## config.mk

```make
export PLATFORM = sky130hd
export DESIGN_NAME = alu_issue_ctrl
export DESIGN_NICKNAME = d
export VERILOG_FILES = /design/src/rtl/alu_issue_ctrl.sv
export SDC_FILE = /design/constraint.sdc
export NUM_CORES = 1
export LEC_CHECK = 0
export CAP_MARGIN = 30
export CORE_UTILIZATION = 44
export DETAILED_ROUTE_END_ITERATION = 10
export PLACE_DENSITY = 0.93
export SYNTH_ARGS = -nofsm -noshare
export SYNTH_HDL_FRONTEND = slang
export SYNTH_SLANG_ARGS = --single-unit
```

## constraint.sdc

```tcl
create_clock -name i_clk -period 2.9 [get_ports i_clk]
set_input_delay 0.58 -clock i_clk [delete_from_list [all_inputs] [get_ports i_clk]]
set_output_delay 0.58 -clock i_clk [all_outputs]
set_load 0.005 [all_outputs]
```

## src/rtl/alu_issue_ctrl.sv

```systemverilog
// rtl/alu_issue_ctrl.sv - handshaked, latency-aware issue controller for a clocked ALU
// Optional build macro ALU_SCOREBOARD_EN adds a reference model and a sticky o_mismatch flag.
module alu_issue_ctrl #(
  parameter int WIDTH   = 32,
  parameter int ALU_LAT = 1,
  parameter int CNT_W   = 16
) (
  input  logic             i_clk,
  input  logic             i_rst_n,
  input  logic             i_req_valid,
  output logic             o_req_ready,
  input  logic [WIDTH-1:0] i_req_a,
  input  logic [WIDTH-1:0] i_req_b,
  input  logic [2:0]       i_req_op,
  output logic [WIDTH-1:0] o_alu_a,
  output logic [WIDTH-1:0] o_alu_b,
  output logic [2:0]       o_alu_op,
  input  logic [WIDTH-1:0] i_alu_result,
  input  logic             i_alu_zero,
  output logic             o_rsp_valid,
  input  logic             i_rsp_ready,
  output logic [WIDTH-1:0] o_rsp_result,
  output logic             o_rsp_zero,
  output logic [2:0]       o_rsp_op,
  output logic [CNT_W-1:0] o_ops_done,
  output logic             o_mismatch
);

  localparam int LAT_W = (ALU_LAT > 1) ? $clog2(ALU_LAT + 1) : 1;

  typedef enum logic [1:0] {S_IDLE, S_WAIT, S_RESP} state_t;

  state_t             r_state;
  state_t             w_next;
  logic [LAT_W-1:0]   r_cnt;
  logic [WIDTH-1:0]   r_alu_a;
  logic [WIDTH-1:0]   r_alu_b;
  logic [2:0]         r_alu_op;
  logic [WIDTH-1:0]   r_rsp_result;
  logic               r_rsp_zero;
  logic [2:0]         r_rsp_op;
  logic [CNT_W-1:0]   r_ops_done;
  logic               w_accept;
  logic               w_capture;
  logic               w_rsp_fire;

  assign w_accept   = i_req_valid && o_req_ready;
  assign w_capture  = (r_state == S_WAIT) && (r_cnt == '0);
  assign w_rsp_fire = o_rsp_valid && i_rsp_ready;

  always_ff @(posedge i_clk or negedge i_rst_n) begin
    if (!i_rst_n) r_state <= S_IDLE;
    else          r_state <= w_next;
  end

  always_comb begin
    w_next = r_state;
    case (r_state)
      S_IDLE:  if (w_accept)   w_next = S_WAIT;
      S_WAIT:  if (w_capture)  w_next = S_RESP;
      S_RESP:  if (w_rsp_fire) w_next = S_IDLE;
      default: w_next = S_IDLE;
    endcase
  end

  always_comb begin
    o_req_ready = 1'b0;
    o_rsp_valid = 1'b0;
    case (r_state)
      S_IDLE:  o_req_ready = 1'b1;
      S_RESP:  o_rsp_valid = 1'b1;
      default: ;
    endcase
  end

  // Operands change only at acceptance so the ALU sees them stable until the next request.
  always_ff @(posedge i_clk or negedge i_rst_n) begin
    if (!i_rst_n) begin
      r_alu_a      <= '0;
      r_alu_b      <= '0;
      r_alu_op     <= '0;
      r_cnt        <= '0;
      r_rsp_result <= '0;
      r_rsp_zero   <= 1'b0;
      r_rsp_op     <= '0;
      r_ops_done   <= '0;
    end else begin
      if (w_accept) begin
        r_alu_a  <= i_req_a;
        r_alu_b  <= i_req_b;
        r_alu_op <= i_req_op;
        r_cnt    <= LAT_W'(ALU_LAT);
      end else if (r_state == S_WAIT && r_cnt != '0) begin
        r_cnt <= r_cnt - 1'b1;
      end
      if (w_capture) begin
        r_rsp_result <= i_alu_result;
        r_rsp_zero   <= i_alu_zero;
        r_rsp_op     <= r_alu_op;
      end
      if (w_rsp_fire) r_ops_done <= r_ops_done + CNT_W'(1);
    end
  end

`ifdef ALU_SCOREBOARD_EN
  localparam int SH_W = (WIDTH > 1) ? $clog2(WIDTH) : 1;

  logic [WIDTH-1:0] w_exp;
  logic [SH_W-1:0]  w_shamt;
  logic             r_mismatch;

  assign w_shamt = r_alu_b[SH_W-1:0];

  always_comb begin
    w_exp = '0;
    case (r_alu_op)
      3'b000: w_exp = r_alu_a + r_alu_b;
      3'b001: w_exp = r_alu_a - r_alu_b;
      3'b010: w_exp = r_alu_a << w_shamt;
      3'b011: w_exp = r_alu_a >> w_shamt;
      3'b100: w_exp = WIDTH'($signed(r_alu_a) >>> w_shamt);
      3'b101: w_exp = r_alu_a & r_alu_b;
      3'b110: w_exp = r_alu_a | r_alu_b;
      default: w_exp = r_alu_a ^ r_alu_b;
    endcase
  end

  always_ff @(posedge i_clk or negedge i_rst_n) begin
    if (!i_rst_n) r_mismatch <= 1'b0;
    else if (w_capture && ((i_alu_result != w_exp) || (i_alu_zero != (w_exp == '0))))
      r_mismatch <= 1'b1;
  end

  assign o_mismatch = r_mismatch;
`else
  assign o_mismatch = 1'b0;
`endif

  assign o_alu_a      = r_alu_a;
  assign o_alu_b      = r_alu_b;
  assign o_alu_op     = r_alu_op;
  assign o_rsp_result = r_rsp_result;
  assign o_rsp_zero   = r_rsp_zero;
  assign o_rsp_op     = r_rsp_op;
  assign o_ops_done   = r_ops_done;

endmodule

```

==> flow_metrics.env <==
export IMPL_cts_hold_fix_buffers=0
export IMPL_cap_violations=0
export IMPL_setup_ws_ns=0.511
export IMPL_vias_per_cell=4.96
export IMPL_drt_initial_drc_count=70
export IMPL_layout_common_cells="clkdlybuf4s50_1, dfrtp_1, mux2_2"
export IMPL_crit_path_max_fanout=6
export IMPL_fin_skew_ns=0.00765
export IMPL_synth_top_cells_by_area="dfrtp_1, mux2_2, xnor2_1"
export IMPL_ff_latch_area_mm2=0.00305
export IMPL_p_leak_nw=3.18
export IMPL_tritoncts="done"
export IMPL_ant_nets=0
export IMPL_max_slew_margin_rel=0.574
export IMPL_min_period_ns=2.39
export IMPL_clock_fmax_ghz=0.419
export IMPL_cts_root_buf="clkbuf_8"
export IMPL_max_slew_worst_pin_slew_ns=0.639
export IMPL_syn_avg_cell_area_um2=16.0
export IMPL_fillers=649
export IMPL_fin_cells=676
export IMPL_final_area_mm2=0.00766
export IMPL_num_rows=37
export IMPL_grt_util_all_layers=0.236
export IMPL_outcome="complete, no violations"
export IMPL_slowest_stage="clkdlybuf4s50_1"
export IMPL_crit_chain="inv_1 -> nor2_1 -> clkdlybuf4s50_1"
export IMPL_ff2ff_path_depth=3
export IMPL_yosys_area_share_simple=0.0344
export IMPL_initial_core_util=0.454
export IMPL_grt_max_degree=57
export IMPL_ir_drop_uv=515
export IMPL_clk_pin_slew_ns=0.06
export IMPL_worst_path_largest_cell_delay_ns=0.54
export IMPL_die_h_um=105
export IMPL_post_drt_wl_per_cell_um=18.3
export IMPL_path_class="flop to output pin"
export IMPL_drtPass1Iterations=4
export IMPL_synth_area_mm2=0.00469
export IMPL_insertion_delay_ns=0.52
export IMPL_vias=3354
export IMPL_synth_edff_count=0
export IMPL_core_area_mm2=0.0103
export IMPL_cts_sinks=122
export IMPL_cp_start_kind="flop"
export IMPL_cts_max_level=4
export IMPL_async_flop_share=1.00
export IMPL_cp_arrival_ns=1.81
export IMPL_grt_pass1_wl_um=19400
export IMPL_port_buffers=224
export IMPL_finalSetupViolations=0
export IMPL_final_common_cell="clkdlybuf4s50_1"
export IMPL_min_period_over_period=0.824
export IMPL_clock_path_buffers=2
export IMPL_pre_cts_ws_ns=0.559
export IMPL_synth_flop_cell="dfrtp_1"
export IMPL_multi_input_area_mm2=0.00152
export IMPL_die_width_um=105
export IMPL_required_ns=2.32
export IMPL_syn_instance_count=294
export IMPL_ys_seq_area_frac=0.651
export IMPL_ios=226
export IMPL_synth_area_mux_share=0.252
export IMPL_post_cts_buffers=0
export IMPL_yosys_area_top_type="dfrtp_1"
export IMPL_p_total_w=0.00831
export IMPL_fin_nets=633
export IMPL_crit_path_end_kind="output pin"
export IMPL_synth_compound_area_frac=0.00373
export IMPL_rsz0062_at_grt="no"
export IMPL_hold_path_class="input port to asynchronous set/reset pin"
export IMPL_drc=0
export IMPL_dpl_cell_count=645
export IMPL_antenna_found_initial=0
export IMPL_cts_resized_gates=0
export IMPL_synth_cell_types=25
export IMPL_synth_xor_area_frac=0.0280
export IMPL_yosys_area_top_type_share=0.651
export IMPL_ys_ff_latch=122
export IMPL_synth_top_family_by_area="multiplexers"
export IMPL_gp_congestion=0.748
export IMPL_ys_warn_count=0
export IMPL_cts_buffers=17
export IMPL_syn_to_final_growth_pct=63.2
export IMPL_placed_cell_area_mm2=0.00705
export IMPL_hold_violations=0
export IMPL_syn_num_nets=399
export IMPL_synth_adder_area_share=0.00267
export IMPL_routed_wl_um=12400
export IMPL_timing_setup_tns_ns=0
export IMPL_dp_hpwl_um=8840
export IMPL_grt_pass1_vias=3692
export IMPL_drive_above_1_share=0.265
export IMPL_n_antenna_cell=0
export IMPL_slew_viol_final=0
export IMPL_power_density_mw_per_mm2=1090
export IMPL_dieArea_mm2=0.0111
export IMPL_gr_total_overflow=0
-- worst max-delay path, delay by kind of cell, from the launching register on --
kind	cells	cell delay, ns
flip-flops	1	0.47
buffers and inverters	2	0.67
AND/OR/NAND/NOR	1	0.16
-- area by class of cell --
cell class	count	share of cell area
Multi-Input combinational cell	153	0.198
Timing Repair Buffer	230	0.300
Clock buffer	24	0.0641
Sequential cell	122	0.399
Inverter	4	0.00196
Tap cell	136	0.0222
Clock inverter	7	0.0147
-- where the power goes --
part           internal, W  total, W  switching [W]
Combinational      0.00222   0.00321       0.000993
Sequential         0.00250   0.00299       0.000486
Clock              0.00141   0.00212       0.000705
-- registers in the layout, summed over array words and instances (netlist names) --
register,flops
o_rsp_zero,1
r_state,2
o_alu_op,3
o_ops_done,16
r_cnt,1
o_alu_b,32
o_rsp_op,3
o_rsp_result,32
o_alu_a,32
-- final timing paths --
| kind | startpoint | end | slack, ns |
|---|---|---|---|
| worst min-delay path | i_rst_n | o_ops_done[14] | 0.08 |
| worst max register to register | r_state[0] | o_alu_a[0] | 1.14 |
| worst min register to register | o_ops_done[15] | o_ops_done[15] | 0.48 |
| max in group asynchronous | i_rst_n | o_alu_a[2] | 2.07 |
| worst max-delay path | r_state[1] | o_rsp_valid | 0.51 |
| min in group i_clk | o_ops_done[15] | o_ops_done[15] | 0.48 |
-- per-stage QoR --
| stage | utilization | hold slack [ns] |
|---|---|---|
| global placement | 0.683 | 0.461 |
| finish | 0.742 | 0.0804 |
| CTS | 0.742 | 0.0893 |
| detailed placement | 0.683 | 0.483 |
| global route | 0.742 | 0.129 |
| floorplan | - | 0.284 |
-- cell families (layout without fill, tap and decap cells) --
family,count (synthesis),in the layout
DFF,122,122
muxes,105,105
and+or+nand+nor,28,28
buffers and inverters,19,265
xor gates and xnor gates,15,15
AOI/OAI and AO/OA,3,3
adders and majority gates,1,1
other,1,1
-- synthesized netlist by cell type (2+ instances only) --
master   number
xor2_1        2
xnor2_1      13
nand4_1       2
buf_4         6
and3_1        2
a21oi_1       2
nor2_1        4
nand3_1       8
inv_1         4
buf_2         5
nand2_1       5
mux2_2      104
buf_6         4
dfrtp_1     122
-- routing by layer --
layer	track usage	up-vias	share of wire
li1	-	1497	-
met1	0.251	1680	0.36
met2	0.419	145	0.55
met3	0.0798	32	0.063
met4	0.116	0	0.029
met5	0	-	0
Power figures use the tool's default switching activity.
